--- src/rtl/muldiv_unit.sv ---
// muldiv_unit: iterative unsigned multiply / divide unit (MUL, MULHU, DIVU, REMU).
// One operation is in flight at a time. The core stalls on busy, and the result
// feeds the register-file write port through result/rd_out/reg_write.
module muldiv_unit #(
  parameter int XLEN = 32
) (
  input  logic            clk,
  input  logic            rst,
  input  logic            start,
  input  logic [1:0]      op,
  input  logic [XLEN-1:0] rs1_val,
  input  logic [XLEN-1:0] rs2_val,
  input  logic [4:0]      rd_in,
  output logic            busy,
  output logic            done,
  output logic [XLEN-1:0] result,
  output logic [4:0]      rd_out,
  output logic            reg_write
);

  localparam int CW = $clog2(XLEN + 1);

  localparam logic [1:0] OP_MUL   = 2'b00;
  localparam logic [1:0] OP_MULHU = 2'b01;
  localparam logic [1:0] OP_DIVU  = 2'b10;
  localparam logic [1:0] OP_REMU  = 2'b11;

  // WB registers the selected result; DONE then presents it for one cycle.
  typedef enum logic [1:0] {S_IDLE, S_RUN, S_WB, S_DONE} state_t;

  state_t          r_state;
  state_t          w_state_nxt;
  logic [CW-1:0]   r_cnt;
  logic [1:0]      r_op;
  logic            r_dz;
  logic [XLEN-1:0] r_result;
  logic [4:0]      r_rd;

  // Datapath: r_hi is the upper accumulator (multiply) or the partial remainder (divide).
  // r_lo is the multiplier / low product (multiply) or the dividend / quotient (divide).
  logic [XLEN-1:0] r_hi;
  logic [XLEN-1:0] r_lo;
  logic [XLEN-1:0] r_b;

  logic            w_accept;
  logic            w_dz_in;
  logic [XLEN:0]   w_sum;
  logic [XLEN:0]   w_shl;
  logic [XLEN:0]   w_diff;
  logic            w_ge;
  logic [XLEN-1:0] w_hi_nxt;
  logic [XLEN-1:0] w_lo_nxt;
  logic [XLEN-1:0] w_res_sel;

  // Pick the architectural result from the finished datapath.
  // Division by zero follows the RISC-V rule: the quotient is all ones and the
  // remainder is the dividend, which still sits untouched in lo.
  function automatic logic [XLEN-1:0] sel_result(
    input logic [1:0]      f_op,
    input logic            f_dz,
    input logic [XLEN-1:0] f_hi,
    input logic [XLEN-1:0] f_lo
  );
    logic [XLEN-1:0] v;
    case (f_op)
      OP_MUL:   v = f_lo;
      OP_MULHU: v = f_hi;
      OP_DIVU:  v = f_dz ? '1 : f_lo;
      OP_REMU:  v = f_dz ? f_lo : f_hi;
      default:  v = '0;
    endcase
    return v;
  endfunction

  assign w_accept  = (r_state == S_IDLE) && start;
  assign w_dz_in   = op[1] && (rs2_val == '0);
  assign w_res_sel = sel_result(r_op, r_dz, r_hi, r_lo);

  // Next-state logic: a divide by zero skips the iteration phase entirely.
  always_comb begin
    w_state_nxt = r_state;
    case (r_state)
      S_IDLE: if (start) w_state_nxt = w_dz_in ? S_WB : S_RUN;
      S_RUN:  if (r_cnt == CW'(1)) w_state_nxt = S_WB;
      S_WB:   w_state_nxt = S_DONE;
      S_DONE: w_state_nxt = S_IDLE;
      default: w_state_nxt = S_IDLE;
    endcase
  end

  // Control registers: state, iteration counter, latched op/rd and the registered result.
  always_ff @(posedge clk or posedge rst) begin
    if (rst) begin
      r_state  <= S_IDLE;
      r_cnt    <= '0;
      r_op     <= OP_MUL;
      r_dz     <= 1'b0;
      r_result <= '0;
      r_rd     <= '0;
    end else begin
      r_state <= w_state_nxt;
      if (w_accept) begin
        r_op  <= op;
        r_rd  <= rd_in;
        r_dz  <= w_dz_in;
        r_cnt <= w_dz_in ? '0 : CW'(XLEN);
      end else if (r_state == S_RUN) begin
        r_cnt <= r_cnt - CW'(1);
      end
      if (r_state == S_WB) r_result <= w_res_sel;
    end
  end

  // One iteration: shift-add for multiply, restoring shift-subtract for divide.
  always_comb begin
    w_sum  = {1'b0, r_hi} + (r_lo[0] ? {1'b0, r_b} : '0);
    w_shl  = {r_hi, r_lo[XLEN-1]};
    w_diff = w_shl - {1'b0, r_b};
    w_ge   = (w_shl >= {1'b0, r_b});
    if (r_op[1]) begin
      w_hi_nxt = w_ge ? w_diff[XLEN-1:0] : w_shl[XLEN-1:0];
      w_lo_nxt = {r_lo[XLEN-2:0], w_ge};
    end else begin
      w_hi_nxt = w_sum[XLEN:1];
      w_lo_nxt = {w_sum[0], r_lo[XLEN-1:1]};
    end
  end

  // Datapath registers: loaded at accept, stepped once per RUN cycle.
  always_ff @(posedge clk) begin
    if (w_accept) begin
      r_hi <= '0;
      r_lo <= rs1_val;
      r_b  <= rs2_val;
    end else if (r_state == S_RUN) begin
      r_hi <= w_hi_nxt;
      r_lo <= w_lo_nxt;
    end
  end

  assign busy      = (r_state != S_IDLE);
  assign done      = (r_state == S_DONE);
  assign result    = r_result;
  assign rd_out    = r_rd;
  assign reg_write = done && (r_rd != 5'd0);

endmodule

--- config.mk ---
export PLATFORM = sky130hd
export DESIGN_NAME = muldiv_unit
export DESIGN_NICKNAME = d
export VERILOG_FILES = /design/src/rtl/muldiv_unit.sv
export SDC_FILE = /design/constraint.sdc
export NUM_CORES = 1
export LEC_CHECK = 0
export ABC_AREA = 1
export CAP_MARGIN = 10
export CELL_PAD_IN_SITES_DETAIL_PLACEMENT = 0
export CELL_PAD_IN_SITES_GLOBAL_PLACEMENT = 1
export CORE_AREA = 5 5 167 169
export DETAILED_ROUTE_END_ITERATION = 6
export DIE_AREA = 0 0 172 174
export PLACE_DENSITY = 0.94
export SETUP_SLACK_MARGIN = 0.02
export SYNTH_ARGS = -nofsm -noshare
export SYNTH_HDL_FRONTEND = slang
export SYNTH_SLANG_ARGS = --single-unit
export TNS_END_PERCENT = 20
--- constraint.sdc ---
create_clock -name clk -period 4.3 [get_ports clk]
set_clock_uncertainty 0.2 [all_clocks]
set_input_delay 0.645 -clock clk [delete_from_list [all_inputs] [get_ports clk]]
set_output_delay 0.645 -clock clk [all_outputs]
set_load 0.01 [all_outputs]
==> Yosys cells after proc, flatten, opt, wreduce, memory -nomap -nowiden <==
Index checks and enable logic that the tools add are counted.
{ "word_totals": {"mem_bits_ro": 0, "latch_bits": 0, "ram_bits": 0, "memories": 0, "ff_bits": 144} }
{ "classes": {"bitwise_logic": 0, "div_mod_pow": 0, "shifts": 0, "addsub": 3, "mul": 0, "order_cmp": 1, "muxes": 16, "eq_ne": 9, "n_reduce_logical": 10} }
{ "op_table": {"columns": ["op", "count"], "rows": [
  ["two-way mux 32 bit", 8],
  ["case mux 32 bit (4 select lines)", 1],
  ["adder 32 x 32 -> 33 bit", 1],
  [">= comparator 33 x 32 -> 1 bit", 1],
  ["zero test 32 bit", 1],
  ["subtractor 32 bit", 1],
  ["two-way mux 6 bit", 3],
  ["equality test 2 bit, second input constant", 4],
  ["case mux 2 bit (4 select lines)", 1],
  ["equality test 6 x 1 -> 1 bit, second input constant", 1],
  ["two-way mux 2 bit", 3],
  ["subtractor 6 x 1 -> 6 bit, second input constant", 1],
  ["nonzero test 5 bit", 1],
  ["equality test 2 x 1 -> 1 bit, second input constant", 2],
  ["zero test 2 bit", 2],
  ["inequality test 2 bit, second input constant", 2],
  ["nonzero test 2 bit", 2],
  ["logical AND 1 bit", 3],
  ["AND reduction 2 bit", 1]
]} }

==> Logic depth before layout (Yosys ltp) <==
Gate-level depths: netlist of the first run.
{ "logic_depth": {"word_depth": 5, "mapped_depth": 22, "depth_no_buf": 20} }

==> Worst setup path before layout of the first run <==
OpenSTA, ideal clock, no wires.
{ "synth_path": {"kind": "reg-to-reg", "from": "register r_lo[0]", "to": "register r_hi[31]", "n_path_buf": 2, "path_stages_with_launch": 23, "slack_ns": 1.631, "setup_time_ns": 0.113, "t_arrival_ns": 2.356, "period_less_slack_ns": 2.669, "path_cell_list": "edfxtp_1 clkbuf_1 clkbuf_1 nand2_1 inv_1 ha_1 fa_1 nand2_1 nand2_1 o21ai_0 inv_1 nand2_1 nand2_1 nand2_1 nand2_1 nand2_1 nand2_1 nand2_1 nand2_1 nand2_1 nand2_1 nand2_1 nand2_1"} }
{ "synth_via": {"elab_chain_cells": 3} }
{ "synth_lines": {"columns": ["item", "line_no", "source"], "rows": [
  ["from (decl)", "42", "logic [XLEN-1:0] r_lo;"],
  ["from (signal assigned)", "133", "r_lo <= rs1_val;"],
  ["from (signal assigned)", "137", "r_lo <= w_lo_nxt;"],
  ["two-way mux 32 bit", "116", "w_sum = {1'b0, r_hi} + (r_lo[0] ? {1'b0, r_b} : '0);"],
  ["adder 32 x 32 -> 33 bit", "116", null],
  ["two-way mux 32 bit", "120", "if (r_op[1]) begin"],
  ["to (signal assigned)", "136", "r_hi <= w_hi_nxt;"],
  ["to (decl)", "41", "logic [XLEN-1:0] r_hi;"]
]} }
No other way between the ends.
A chain may end at the register's enable or synchronous reset.

==> Worst setup path in the final report of the first run <==
{ "layout_path": {"from": "register r_lo[0]", "to": "register r_hi[25]"} }
The elaborated chain is that of the path after synthesis.

==> impl_metrics.py, run 1 <==
metrics = {
    "critical_path": {
        "worstSetupEndpointType": "register",
        "cpPeakStageDelay_ns": 0.98,
        "worstSetupPathType": "reg -> reg",
        "crit_required_ns": 4.43,
        "crit_fanout": 22,
        "timing.critical_path.mode_cell": "nand2_1",
        "critical_path_arrival_ns": 3.65,
        "startpoint_type": "register",
        "worst_path_max_delay_cell": "edfxtp_1",
        "crit_path_cell_trace": "nand2_1 > inv_1 > ha_1 > fa_1 > nand2_1 > nand2_1 > o21ai_0 > o21ai_0 > nand2_1 > nand2_1 > nand3b_1 > nand2_1 > nand2_1 > nand3_1 > nand2_1 > nand2_1 > nand2_1",
    },
    "placed_design": {
        "dp_cells": 2195,
        "io_buffers": 113,
        "place_area_um2": 13100,
        "dp_hpwl_mm": 32.5,
        "dp_slack_ns": 0.925,
        "place_congestion": 0.995,
    },
    "power": {
        "p_seq_frac": 0.253,
        "power_switching_mw": 5.82,
        "internal_power_mw": 5.39,
        "p_total_mw": 11.2,
        "combPwrFrac": 0.612,
        "powerDensity_nw_per_um2": 822,
        "sw_frac_of_total": 0.519,
        "peakVddDrop_uv": 605,
        "p_leak_nw": 6.81,
        "clock_power_share": 0.135,
    },
    "route": {
        "dr.first_iter.drc_count": 1167,
        "vias_per_cell": 5.43,
        "first_pass_iters": 6,
        "drcViolationCount": 0,
        "drt-total-wl_mm": 41.2,
        "wl_per_cell_um": 18.5,
        "ant_nets": 0,
        "vias": 12100,
    },
    "global_routing": {
        "gr-usage-met2": 0.442,
        "grt_pass1_wl_mm": 62.6,
        "grt_overflow": 0,
        "grt_use_total": 0.269,
        "grt_start_max_net_pins": 87,
        "grtUsageMet1": 0.361,
        "met3_usage": 0.0423,
        "antenna_found_initial": 0,
        "first_global_vias": 11400,
        "top_usage_layer": "met2",
    },
    "sta": {
        "slew_headroom": 0.349,
        "max_freq_mhz": 284,
        "post-route-period-util": 0.818,
        "hold_violations": 0,
        "post-route-min-period_ns": 3.52,
        "fin_hold_ws_ns": 0.276,
        "tns_ns": 0,
        "worst_pin_slew_ns": 0.976,
        "setup_ws_ns": 0.785,
        "setup_viol": 0,
        "finalMaxSlewViolations": 0,
        "rsz0062_at_grt": "false",
    },
    "run_status": {
        "status": "finished clean",
    },
    "synthesis": {
        "synth_top_flop_cell": "edfxtp_1",
        "synth_edf_count": 64,
        "synth.ff_latch_count": 144,
        "ys_async_sr_fraction": 0.333,
        "synth_area_um2": 11600,
        "syn-instance-count": 1777,
        "ys.warnings.count": 0,
        "ys_seq_area_frac": 0.325,
        "syn_nets": 1924,
        "syn_area_per_cell_um2": 6.52,
        "synth_cell_types": 48,
    },
    "flow_run": {
        "max_cap_viol_count": 0,
    },
    "clock_tree": {
        "ctsHoldBuffers": 0,
        "cts_tree": "built",
        "cts.sinks": 144,
        "path_clk_slew_ns": 0.07,
        "cts_buffers": 17,
        "worstSkewPairLatency_ns": 0.44,
        "post-cts-setup-buffer-count": 0,
        "clockBufferDepth": 2,
        "cts_resized": 0,
        "cts_root_buffer": "clkbuf_16",
        "ctsHtreeMaxLevel": 4,
    },
    "final_layout": {
        "stdcell_area_um2": 13600,
        "syn_to_final_growth_pct": 17.8,
        "final_common_cell": "nand2_1",
        "instances_no_fill": 2228,
        "nNetsFinal": 2020,
        "post-route-util": 0.516,
        "drive_gt1_frac": 0.0451,
        "layout_common_cells": "586 x nand2_1, 250 x inv_1, 186 x nor2_1",
    },
    "die": {
        "coreArea_um2": 26400,
        "die_y_um": 174,
        "start_util": 0.438,
        "num_rows": 60,
        "die-area_um2": 29900,
        "die_x_um": 172,
        "ioPinCount": 114,
    },
    "worst_hold_path": {
        "worstHoldPathType": "reg -> reg",
    },
}
Yosys cell counts, types with 2 or more instances:
cell type / count / area, um2
xnor2_1: 2 / 17.5
a31oi_1: 32 / 200
o21bai_1: 11 / 82.6
dfrtp_1: 48 / 1200
buf_4: 2 / 15.0
or2_2: 2 / 12.5
inv_1: 252 / 946
nand2_2: 16 / 100
inv_2: 4 / 15.0
o21ai_0: 107 / 536
nand3_1: 96 / 480
buf_1: 6 / 22.5
buf_6: 2 / 22.5
dfxtp_1: 32 / 641
nor3_1: 16 / 80.1
nor4_1: 16 / 100
fa_1: 2 / 40.0
o221ai_1: 8 / 70.1
a21o_1: 2 / 15.0
a21oi_1: 77 / 385
nand2_1: 587 / 2200
and2_1: 2 / 12.5
nand4_1: 21 / 131
ha_1: 71 / 888
nor2_1: 186 / 698
xor2_1: 19 / 166
edfxtp_1: 64 / 1920
nor2_2: 6 / 37.5
o21a_1: 6 / 45.0
clkbuf_1: 39 / 146
nand3b_1: 26 / 195
power groups by stage:
stage               clock [mW]  sequential (mW)  combinational [mW]
global route              1.59             2.90                7.59
detailed placement           0             2.84                6.77
finish                    1.52             2.84                6.86
floorplan                    0             2.64                4.63
CTS                       1.53             2.83                6.82
global placement             0             2.83                6.70
worst paths after layout:
check,startpoint,to,slack [ns],cells past startpoint
max,r_lo[0]$_DFFE_PP_,r_hi[25]$_SDFFE_PP0P_,0.78,17
min,r_cnt[3]$_DFFE_PP0P_,r_cnt[3]$_DFFE_PP0P_,0.28,1
max reg2reg,r_lo[0]$_DFFE_PP_,r_hi[25]$_SDFFE_PP0P_,0.78,17
min reg2reg,r_cnt[3]$_DFFE_PP0P_,r_cnt[3]$_DFFE_PP0P_,0.28,1
max in group asynchronous,rst,result[25]$_DFFE_PP0P_,2.75,3
min in group asynchronous,rst,rd_out[2]$_DFFE_PP0P_,0.43,2
cells by family (layout without fill, tap and decap cells):
group / count (synthesis) / after routing / share of synthesized area
other cells: 0 / 1 / 0
xor+xnor: 21 / 21 / 0.0159
flops: 144 / 144 / 0.325
compound gates: 252 / 252 / 0.122
fa+ha+maj: 73 / 73 / 0.0801
simple gates: 979 / 979 / 0.355
buf+inv: 308 / 417 / 0.103
flip-flops by register name, indices dropped and copies added (netlist names):
signal and flops:
r_op 2, rd_out 5, r_state 2, r_cnt 6
r_hi 32, r_lo 32, r_b 32, r_dz 1
result 32
layer usage:
layer  routed length (um)  part of all wire
met1                17600              0.43
met2                19900              0.48
met3                 2610             0.063
met5                    0                 0
met4                 1200             0.029
final cells by class:
type / instances / area (um2)
flip-flops and latches: 144 / 3760
multi-input cells: 1325 / 6640
diodes: 1 / 2.50
fillers: 2691 / 12800
repair buffers: 128 / 1260
clock buffers: 18 / 439
clock inverters: 14 / 144
well taps: 341 / 427
inverters: 257 / 965
worst max-delay path, delay by kind of cell, from the launching register on:
kind            cells  cell delay (ns)
compound gates      2             0.45
fa+ha+maj           2             0.51
buf+inv             1             0.09
flops               1             0.98
simple gates       12             1.18
No activity file was read; power rests on OpenSTA's default activity.
==> run 2, diff against run 1 <==
--- a/config.mk
+++ b/config.mk
@@ -9,10 +9,10 @@
 export CAP_MARGIN = 10
 export CELL_PAD_IN_SITES_DETAIL_PLACEMENT = 0
 export CELL_PAD_IN_SITES_GLOBAL_PLACEMENT = 1
-export CORE_AREA = 5 5 167 169
+export CORE_AREA = 5 5 181 183
 export DETAILED_ROUTE_END_ITERATION = 6
-export DIE_AREA = 0 0 172 174
-export PLACE_DENSITY = 0.94
+export DIE_AREA = 0 0 186 188
+export PLACE_DENSITY = 0.86
 export SETUP_SLACK_MARGIN = 0.02
 export SYNTH_ARGS = -nofsm -noshare
 export SYNTH_HDL_FRONTEND = slang
==> constraint.sdc (replaced) <==
create_clock -name clk -period 3.2 [get_ports clk]
set_clock_uncertainty 0.2 [all_clocks]
set_input_delay 0.48 -clock clk [delete_from_list [all_inputs] [get_ports clk]]
set_output_delay 0.48 -clock clk [all_outputs]
set_load 0.01 [all_outputs]
==> impl_metrics.py, run 2 (synthesis gave the netlist of run 1 again) <==
metrics = {
    "critical_path": {
        "cp_top_family": "simple AND/OR/NAND/NOR gates",
        "worstSetupEndpointType": "register",
        "startpoint": "r_b[26]$_DFFE_PP_",
        "critical_path_arrival_ns": 3.16,
        "r2r_slack_ns": 0.21,
        "crit_fanout": 28,
        "reg2reg_from": "r_b[26]$_DFFE_PP_",
        "r2r-end": "r_hi[16]$_SDFFE_PP0P_",
        "startpoint_type": "register",
        "r2r_cells": 13,
        "timing.critical_path.mode_cell": "inv_1",
        "critPathCapture": "r_hi[16]$_SDFFE_PP0P_",
        "cpPeakStageDelay_ns": 0.41,
        "crit_required_ns": 3.38,
        "crit_buf_inv": 4,
        "path_depth": 13,
        "worstSetupPathType": "reg -> reg",
        "crit_path_cell_trace": "inv_1 > ha_1 > nand2_1 > nor2_1 > inv_1 > nor3_1 > nand2_2 > nand2_4 > buf_12 > nand4_1 > nand3_1 > nand2_1 > inv_1",
        "worst_path_max_delay_cell": "edfxtp_1",
    },
    "global_routing": {
        "antenna_found_initial": 0,
        "grt_start_max_net_pins": 87,
        "grt_overflow": 0,
        "first_global_vias": 11500,
        "grt_use_total": 0.233,
        "grt_pass1_wl_mm": 63.4,
    },
    "worst_hold_path": {
        "worstHoldPathType": "reg -> reg",
    },
    "clock_tree": {
        "cts_tree": "built",
        "post-cts-setup-buffer-count": 0,
        "path_clk_slew_ns": 0.06,
        "cts_root_buffer": "clkbuf_16",
        "cts_resized": 0,
        "cts_buffers": 17,
        "cts.sinks": 144,
        "clockBufferDepth": 2,
        "worstSkewPairLatency_ns": 0.43,
        "ctsHtreeMaxLevel": 4,
        "ctsHoldBuffers": 0,
    },
    "route": {
        "drt-total-wl_mm": 41.5,
        "wl_per_cell_um": 17.9,
        "vias_per_cell": 5.19,
        "first_pass_iters": 7,
        "ant_nets": 0,
        "vias": 12000,
        "drcViolationCount": 11,
        "dr.first_iter.drc_count": 1021,
    },
    "die": {
        "coreArea_um2": 31100,
        "num_rows": 65,
        "die-area_um2": 35000,
        "start_util": 0.373,
        "die_y_um": 188,
        "ioPinCount": 114,
        "die_x_um": 186,
    },
    "final_layout": {
        "syn_to_final_growth_pct": 20.3,
        "layout_common_cells": "586 x nand2_1, 250 x inv_1, 185 x nor2_1",
        "stdcell_area_um2": 13900,
        "nNetsFinal": 2048,
        "fillers": 3264,
        "multi_input_area_um2": 6650,
        "final_common_cell": "nand2_1",
        "drive_gt1_frac": 0.0585,
        "diodes": 0,
        "final-seq-area_um2": 3770,
    },
    "sta": {
        "finalMaxSlewViolations": 0,
        "rsz0062_at_grt": "false",
        "hold_violations": 0,
        "fin_hold_ws_ns": 0.265,
        "worst_pin_slew_ns": 0.880,
        "setup_viol": 0,
        "slew_headroom": 0.413,
        "max_freq_mhz": 335,
        "post-route-min-period_ns": 2.99,
        "tns_ns": 0,
        "post-route-period-util": 0.933,
    },
    "placed_design": {
        "dp_hpwl_mm": 33.0,
        "place_area_um2": 13300,
        "place_congestion": 0.951,
        "io_buffers": 113,
    },
    "power": {
        "p_total_mw": 15.2,
        "powerDensity_nw_per_um2": 1090,
        "peakVddDrop_uv": 959,
        "p_leak_nw": 6.95,
    },
    "flow_run": {
        "max_cap_viol_count": 0,
    },
    "run_status": {
        "violations": "design-rule violations",
        "status": "complete, but fails checks",
    },
}
==> run 2: changes by cell type in the layout (fill, tap and decap cells not counted), moves of 2 or more <==
cell,change
buf_4,+27
bufinv_16,+2
clkbuf_1,+3
clkinv_2,+3
inv_6,-6
inv_8,-3
==> run 2: worst min path at each step <==
stage	startpoint	endpoint	slack, ns	cells after the start
after floorplan	r_cnt[3]$_DFFE_PP0P_	r_cnt[3]$_DFFE_PP0P_	0.23	1
after global placement	r_cnt[3]$_DFFE_PP0P_	r_cnt[3]$_DFFE_PP0P_	0.25	1
after detailed placement	r_cnt[4]$_DFFE_PP0P_	r_cnt[4]$_DFFE_PP0P_	0.26	1
after CTS	r_cnt[4]$_DFFE_PP0P_	r_cnt[4]$_DFFE_PP0P_	0.27	1
after global routing	r_cnt[4]$_DFFE_PP0P_	r_cnt[4]$_DFFE_PP0P_	0.30	1
final	r_cnt[4]$_DFFE_PP0P_	r_cnt[4]$_DFFE_PP0P_	0.27	1
==> run 2: worst register-to-register path: stages, from the launching register on <==
cell	delay (ns)
edfxtp_1	0.41
inv_1	0.07
ha_1	0.35
nand2_1	0.13
nor2_1	0.15
inv_1	0.11
nor3_1	0.33
nand2_2	0.26
nand2_4	0.27
buf_12	0.21
nand4_1	0.19
nand3_1	0.16
nand2_1	0.05
inv_1	0.04
==> run 2: power breakdown <==
part	switching, mW	internal [mW]	total (mW)
Clock	0.811	1.24	2.05
Combinational	6.11	3.35	9.46
Sequential	0.735	2.93	3.67
Total	7.65	7.53	15.2
==> run 2: layout make-up <==
type,count,area share
Multi-Input combinational cell,1326,0.477
Inverter,257,0.0692
Timing Repair Buffer,155,0.105
Clock buffer,21,0.0323
Clock inverter,11,0.0101
Sequential cell,144,0.270
Tap cell,402,0.0361
==> run 2: metrics by stage <==
| stage | std cells | utilization | worst slack, ns |
|---|---|---|---|
| floorplan | 1777 | - | 0.531 |
| global placement | 2283 | 0.429 | 0.226 |
| detailed placement | 2283 | 0.429 | 0.229 |
| CTS | 2315 | 0.448 | 0.204 |
| global route | 2316 | 0.449 | 0.0309 |
| finish | 2316 | 0.449 | 0.215 |
==> run 2: metal layers <==
| layer | share of wire | track usage | vias to the layer above |
|---|---|---|---|
| met5 | 0 | 0 | - |
| met4 | 0.018 | 0.0547 | 0 |
| met3 | 0.052 | 0.0332 | 47 |
| met2 | 0.48 | 0.391 | 375 |
| met1 | 0.44 | 0.316 | 5631 |
| li1 | - | - | 5975 |
